### config.mk
export PLATFORM = sky130hd
export DESIGN_NAME = memory_stage
export DESIGN_NICKNAME = d
export VERILOG_FILES = /design/src/rtl/mem_stage_pkg.sv /design/src/rtl/mem_timeout_ctr.sv /design/src/rtl/memory_stage.sv
export SDC_FILE = /design/constraint.sdc
export NUM_CORES = 1
export LEC_CHECK = 0
export BUFFER_PORTS_ARGS = -buffer_cell sky130_fd_sc_hd__buf_4
export CAP_MARGIN = 20
export CORE_UTILIZATION = 50
export CTS_BUF_LIST = sky130_fd_sc_hd__clkbuf_4 sky130_fd_sc_hd__clkbuf_8 sky130_fd_sc_hd__clkbuf_16
export DETAILED_ROUTE_END_ITERATION = 8
export GPL_ROUTABILITY_DRIVEN = 0
export GPL_TIMING_DRIVEN = 0
export PLACE_DENSITY = 0.8
export SETUP_SLACK_MARGIN = 0.05
export SYNTH_ARGS = -nofsm -noshare
export SYNTH_HDL_FRONTEND = slang
export SYNTH_SLANG_ARGS = --single-unit
### constraint.sdc
create_clock -name clk -period 3.35 [get_ports clk]
set_input_delay 0.1675 -clock clk [delete_from_list [all_inputs] [get_ports clk]]
set_output_delay 0.1675 -clock clk [all_outputs]
set_load 0.05 [all_outputs]
### src/rtl/mem_stage_pkg.sv
// Shared types and constants for the memory-access stage.
// Optional MEM_ALIGN_CHECK_EN in memory_stage adds a misalignment check.
package mem_stage_pkg;

  typedef enum logic [1:0] {
    IDLE   = 2'd0,
    BUSY   = 2'd1,
    HALTED = 2'd2
  } state_t;

  localparam int CTR_W           = 8;
  localparam int DEFAULT_TIMEOUT = 255;

endpackage

### src/rtl/mem_timeout_ctr.sv
// Wait-cycle counter for an outstanding memory request; expired is high once
// LIMIT non-ready cycles have been counted.
module mem_timeout_ctr
  import mem_stage_pkg::*;
#(
  parameter int LIMIT = DEFAULT_TIMEOUT
) (
  input  logic clk,
  input  logic rst,
  input  logic clear,
  input  logic en,
  output logic expired
);

  localparam logic [CTR_W-1:0] LIM = CTR_W'(LIMIT);

  logic [CTR_W-1:0] count;

  // Saturates at LIM so a stuck enable can never wrap back to zero.
  always_ff @(posedge clk) begin
    if (!rst) begin
      count <= '0;
    end else if (clear) begin
      count <= '0;
    end else if (en && !expired) begin
      count <= count + CTR_W'(1);
    end
  end

  assign expired = (count == LIM);

endmodule

### src/rtl/memory_stage.sv
// Memory-access stage: issues one request per accepted load/store, waits for
// mem_ready with a timeout, and pulses done. Optional macro: MEM_ALIGN_CHECK_EN.
module memory_stage
  import mem_stage_pkg::*;
#(
  parameter int TIMEOUT = DEFAULT_TIMEOUT
) (
  input  logic        clk,
  input  logic        rst,
  input  logic        valid_in,
  input  logic        memRead,
  input  logic        memWrite,
  input  logic        halt,
  input  logic [15:0] addr,
  input  logic [15:0] wrData,
  output logic        mem_req,
  output logic        mem_we,
  output logic [15:0] mem_addr,
  output logic [15:0] mem_wdata,
  input  logic        mem_ready,
  input  logic [15:0] mem_rdata,
  output logic [15:0] readData,
  output logic        done,
  output logic        stall,
  output logic        err,
  output logic        halted,
  output logic [1:0]  state_dbg
);

  // Handshake: upstream presents valid_in and holds it while stall = 1; an op is
  // taken on any edge where state is IDLE and valid_in = 1. Downstream, mem_req
  // stays high with stable we/addr/wdata until the edge where mem_ready = 1.

  state_t state, state_nx;

  logic        halt_pending;
  logic        done_r, err_r, we_r;
  logic [15:0] addr_r, wdata_r, rdata_r;
  logic        expired;
  logic        accept, is_mem, misaligned, issue;
  logic        done_nx, err_nx, load_nx;

  assign accept = (state == IDLE) && valid_in;
  assign is_mem = memRead | memWrite;
  assign issue  = accept && is_mem && !misaligned;

`ifdef MEM_ALIGN_CHECK_EN
  assign misaligned = addr[0];
`else
  assign misaligned = 1'b0;
`endif

  mem_timeout_ctr #(.LIMIT(TIMEOUT)) u_timeout (
    .clk     (clk),
    .rst     (rst),
    .clear   (state != BUSY),
    .en      ((state == BUSY) && !mem_ready),
    .expired (expired)
  );

  always_ff @(posedge clk) begin
    if (!rst) begin
      state <= IDLE;
    end else begin
      state <= state_nx;
    end
  end

  always_comb begin
    state_nx = state;
    unique case (state)
      IDLE: begin
        if (issue) begin
          state_nx = BUSY;
        end else if (accept && halt) begin
          state_nx = HALTED;
        end
      end
      BUSY: begin
        if (mem_ready || expired) begin
          state_nx = halt_pending ? HALTED : IDLE;
        end
      end
      HALTED:  state_nx = HALTED;
      default: state_nx = IDLE;
    endcase
  end

  // A ready in the same cycle the counter expires still counts as completion.
  always_comb begin
    done_nx = 1'b0;
    err_nx  = 1'b0;
    load_nx = 1'b0;
    unique case (state)
      IDLE: begin
        if (accept && !issue) begin
          done_nx = 1'b1;
          err_nx  = is_mem;
        end
      end
      BUSY: begin
        if (mem_ready) begin
          done_nx = 1'b1;
          load_nx = !we_r;
        end else if (expired) begin
          done_nx = 1'b1;
          err_nx  = 1'b1;
        end
      end
      default: ;
    endcase
  end

  always_ff @(posedge clk) begin
    if (!rst) begin
      halt_pending <= 1'b0;
      done_r       <= 1'b0;
      err_r        <= 1'b0;
      we_r         <= 1'b0;
      addr_r       <= '0;
      wdata_r      <= '0;
      rdata_r      <= '0;
    end else begin
      done_r <= done_nx;
      err_r  <= err_nx;
      if (issue) begin
        addr_r       <= addr;
        wdata_r      <= wrData;
        we_r         <= memWrite;
        halt_pending <= halt;
      end
      if (load_nx) begin
        rdata_r <= mem_rdata;
      end
    end
  end

  assign mem_req   = (state == BUSY);
  assign mem_we    = we_r;
  assign mem_addr  = addr_r;
  assign mem_wdata = wdata_r;
  assign readData  = rdata_r;
  assign done      = done_r;
  assign err       = err_r;
  assign halted    = (state == HALTED);
  assign stall     = (state != IDLE);
  assign state_dbg = state;

endmodule

# Word level (Yosys, flattened, before mapping)

Cells that the tools add are included.

Flip-flop bits (word level): 62
Output and inout port bits: 56
Logic and storage cells: 47

$add $sub $neg: 1
Equal/unequal tests: 6
Mux-type cells: 14
Bitwise operators: 2
Reductions and logical operators: 15

Operators by type and width:

| operator              | number |
|---|---|
| $add A8 B1 Y8 const B | 1 |
| $eq A8 B8 Y1 const B  | 1 |
| $mux W2               | 4 |
| $mux W1               | 7 |
| $logic_and A1 B1 Y1   | 6 |
| $pmux W2 S3           | 1 |
| $logic_not A1 Y1      | 4 |
| $ne A2 B1 Y1 const B  | 2 |
| $pmux W1 S2           | 2 |
| $ne A3 B2 Y1 const B  | 1 |
| $eq A2 B1 Y1 const B  | 1 |
| $eq A2 B2 Y1 const B  | 1 |
| $logic_not A2 Y1      | 1 |
| $reduce_and A2 Y1     | 1 |
| $reduce_bool A2 Y1    | 1 |
| $reduce_or A2 Y1      | 1 |
| $logic_or A1 B1 Y1    | 1 |
| $not A1 Y1            | 1 |
| $or A1 B1 Y1          | 1 |

# Longest topological paths before layout

Depth after elaboration: 7
Mapped depth: 6
Mapped depth without buffers: 4

# Modules after synthesis

A second synthesis with hierarchy kept.

Cell total of the unflattened synthesis: 293
Area total of the unflattened synthesis: 2,613.8 um^2

Modules (own cells, without submodules):

| module          | times used | cells each | area each (um^2) | sequential area each (um^2) |
|---|---|---|---|---|
| memory_stage    | 1          | 243        | 2,190.9          | 1,081.0 |
| mem_timeout_ctr | 1          | 50         | 422.9            | 160.2 |

# Worst setup path before layout

OpenSTA, ideal clock, no wires.

Path type: register -> register
Start point: register state[0], in the netlist state_dbg[0]
End point: register u_timeout.count[3]
Library setup time: 0.092 ns
Arrival: 2.149 ns
Required time: 3.258 ns
Slack: 1.109 ns
Cell stages (with the launch flop): 5
Path buffers: 1
Cell sequence: dfxtp_1 > buf_4 > nor2b_1 > nand2_1 > a311oi_1

Longest elaborated chain between the ends: 3

Ends and longest elaborated chain:

| what                     | RTL line              | RTL |
|---|---|---|
| start: declaration       | memory_stage.sv:34    | `state_t state, state_nx;` |
| start signal: assignment | memory_stage.sv:65    | `state <= state_nx;` |
| $eq A2 B1 Y1             | -                     |  |
| named net mem_req        | memory_stage.sv:16    | `output logic mem_req,` |
| $logic_and A1 B1 Y1      | memory_stage.sv:57    | `.en ((state == BUSY) && !mem_ready),` |
| $logic_and A1 B1 Y1      | mem_timeout_ctr.sv:25 | `end else if (en && !expired) begin` |
| end signal: assignment   | mem_timeout_ctr.sv:26 | `count <= count + CTR_W'(1);` |
| end: declaration         | mem_timeout_ctr.sv:17 | `logic [CTR_W-1:0] count;` |

The timed path passes the listed nets, and every way through them passes these cells.
A chain may end at the register's enable or synchronous reset.

# Final worst setup path

Start point: register u_timeout.count[0]
End point: register u_timeout.count[3]

Longest elaborated chain between the ends: 3

Ends and longest elaborated chain:

| what |
|---|
| branches (longest 3 deep; another with $add A8 B1 Y8) |

Several ways; the timed one is not identified.

==> results.txt <==
Starting Density: 52.55%
final hold violations: 0
Max Transition Viols Final: 0
total global-route track usage: 27.66%
Post-synth EDFFs: 0
n_diodes: 0
Max-slew headroom: 51.98%
Setup TNS: 0 ps
final period demand of the worst path: 1767 ps
H-Tree Depth: 3
placed instance area: 3408 um^2
number of global-route vias before repair: 2,468
GR Overflow Total: 0
Setup-failing EPs final: 0
CTS Sinks: 62
vias: 2,607
synthesized instance count: 292
core area: 4755 um^2
R2R Setup Slk: 1580 ps
Critical Path RT: 3540 ps
Synth Cell Area: 2499 um^2
Post-Synth XOR/XNOR Area: 0%
Worst R2R Path Depth: 4
count leader, synth: dfxtp_1
Initial DRT Pass Iterations: 4
LEAKAGE: 1.553 nW
largest area contributor in the netlist: dfxtp_1
antenna violations before repair: 0
hold wc startpoint: mem_ready
layout cell share with drive strength beyond 1: 34.13%
area share of fa/ha/maj cells after synthesis: 0.5008%
pwr dens: 495.2 nW/um^2
Top-Level Pins: 111
Critical Path Max Stage Delay: 610 ps
Hold Path Depth: 2
main combinational cell family by area after synthesis: compound AO/OA/AOI/OAI gates
unrepaired setup endpoints after global routing: no
Nets: 469
slowest cell on the critical path: a41oi_1
ANT nets after route: 0
Die H: 72.69 um
share of the yosys chip area belonging to registers: 49.67%
CP arrival: 1960 ps
Synth Area in Simple Gates: 20.93%
crit-path max FO: 6
total CTS buffers: 9
fmax: 565.8 MHz
Post-Place Cells: 469
Final Cell Area: 3586 um^2
Syn Nets: 348
mean post-synth cell area: 8.557 um^2
CTS tree: done
FP Rows: 25
synthesis-stage register bit count: 62
Pwr Total: 1.776 mW
Avg WL per Cell: 14.16 um
synth cell count leaders: 62 x dfxtp_1, 52 x a21oi_1, 39 x nand2_1
setup ws final: 1583 ps
clk_skew: 5.962 ps
post-detail-place hpwl: 4894 um
mux contribution to synthesized area: 0.8012%
Hold Crit Class: input port to flop
WHS Endpoint: err
worst slack, placed: 1596 ps
Clock Tree Buf Depth: 2
kind of critical path: flop to flop
post-cts hold buffer count: 0
Via density: 5.398
1st-iter DRT viols: 134
Post-CTS Resized: 0
clk slew on worst S/H paths: 60 ps
Synth Flop Type: dfxtp_1
DRC Markers: 0
final WL: 6841 um
CP startpoint kind: flop
top cell type's share of synthesized area: 49.67%
worst slew pin tran: 710.9 ps
Max-cap violations: 0
PortBufs: 110
pin count of the biggest net entering global routing: 11
Tcrit/Tclk final: 52.76%
Compound-Gate Fraction of Synth Area: 21.53%
status: complete, no violations
Die X-Extent: 72.69 um
post-synth cell types: 42
endpoint class of the critical path: flop
start of the worst register-to-register path: u_timeout.count[0]
Synth-to-Final Area Change: 43.52%
async set-or-reset flop fraction in the synthesized netlist: 0%
Syn. warnings: 0
ordered list of cells on the worst path: ha_1 -> and4_1 -> a41oi_1 -> a311oi_1
Die Footprint: 5284 um^2
Post-CTS Setup Repair Bufs: 0
post-route insts no fill: 483
first-pass GRT wire length: 11,100 um
Critical path origin: u_timeout.count[0]
root buffer cell: clkbuf_8
Peak VDD IR: 0.0002708 V
RR Endpoint: u_timeout.count[3]
largest cells by area after synthesis: dfxtp_1 50%, a21oi_1 10%, nand3_1 6.8%, o21ai_0 6.6%, nand2_1 5.9%
Skew-Pair Late Insertion Delay: 340 ps
-- worst max-delay path: cells and delay by family, from the launching register on --
family	cells	cell delay, ps
and+or+nand+nor	1	240
AOI/OAI and AO/OA	2	790
DFF	1	340
adders and majority gates	1	240
-- layout by cell type, fill, tap and decap left out, drive strengths merged --
master | Yosys | layout
a21oi | 52 | 52
a311oi | 1 | 1
a31oi | 3 | 3
a32o | 1 | 1
a41oi | 2 | 2
and3 | 1 | 1
and3b | 2 | 2
and4 | 1 | 1
and4b | 2 | 2
buf | 11 | 121
clkbuf | 15 | 28
clkinv | 1 | 2
dfxtp | 62 | 62
ha | 1 | 1
inv | 3 | 3
mux2i | 2 | 2
nand2 | 39 | 39
nand2b | 1 | 1
nand3 | 34 | 34
nand3b | 1 | 1
nand4 | 1 | 1
nand4b | 1 | 1
nand4bb | 1 | 1
nor2 | 1 | 1
nor2b | 3 | 3
nor3 | 3 | 3
nor3b | 1 | 1
nor4 | 1 | 1
nor4bb | 1 | 1
o211a | 1 | 1
o21ai | 36 | 36
o31ai | 1 | 1
o32ai | 2 | 2
or2 | 2 | 2
or3b | 1 | 1
or4b | 1 | 1
-- report_power, final --
part | total, mW | leakage, nW | switching (mW) | internal, mW
combinational | 0.380 | 0.953 | 0.243 | 0.137
sequential | 0.791 | 0.505 | 0.0179 | 0.773
clock | 0.604 | 0.0948 | 0.276 | 0.328
total | 1.78 | 1.55 | 0.537 | 1.24
-- registers in the layout (all words and copies together) (netlist names) --
signal	flops
err	1
mem_we	1
u_timeout.count	8
readData	16
done	1
halt_pending	1
mem_wdata	16
state_dbg	2
mem_addr	16
-- layer usage --
metal | global-route usage (%) | vias to the layer above | routed length (um)
li1 | - | 1278 | -
met3 | 6.768 | 16 | 424
met1 | 34.21 | 1227 | 3037
met5 | 0 | - | 0
met4 | 14.16 | 0 | 163
met2 | 44.86 | 86 | 3215
-- how the worst max path moves through the flow --
stage	slack, ps	endpoint
3_5_place_dp	1600	u_timeout.count[3]
2_1_floorplan	1110	u_timeout.count[3]
5_1_grt	1460	u_timeout.count[3]
6_report	1580	u_timeout.count[3]
3_3_place_gp	1640	u_timeout.count[3]
4_1_cts	1580	u_timeout.count[3]
-- metrics by stage --
step                      util (%)  hold slack [ps]
final                        75.42            69.00
after global placement       71.68            413.0
after detailed placement     71.68            417.5
after floorplan                  -            246.8
after CTS                    75.42            64.52
after global routing         75.42            75.35
-- cell families (layout without fill, tap and decap cells) --
| family | Yosys count | in the layout |
|---|---|---|
| compound gates | 99 | 99 |
| simple gates | 98 | 98 |
| flops | 62 | 62 |
| buf+inv | 30 | 154 |
| mux | 2 | 2 |
| fa+ha+maj | 1 | 1 |
-- area by class of cell --
type	instances	area [um^2]
fill	396	1169
inverter	4	15.01
timing repair buffer	110	825.8
sequential	62	1241
clock inverter	1	5.005
multi-input combinational	200	1094
buffer	26	148.9
tap	67	83.83
clock buffer	13	172.7
Power figures use the tool's default switching activity.
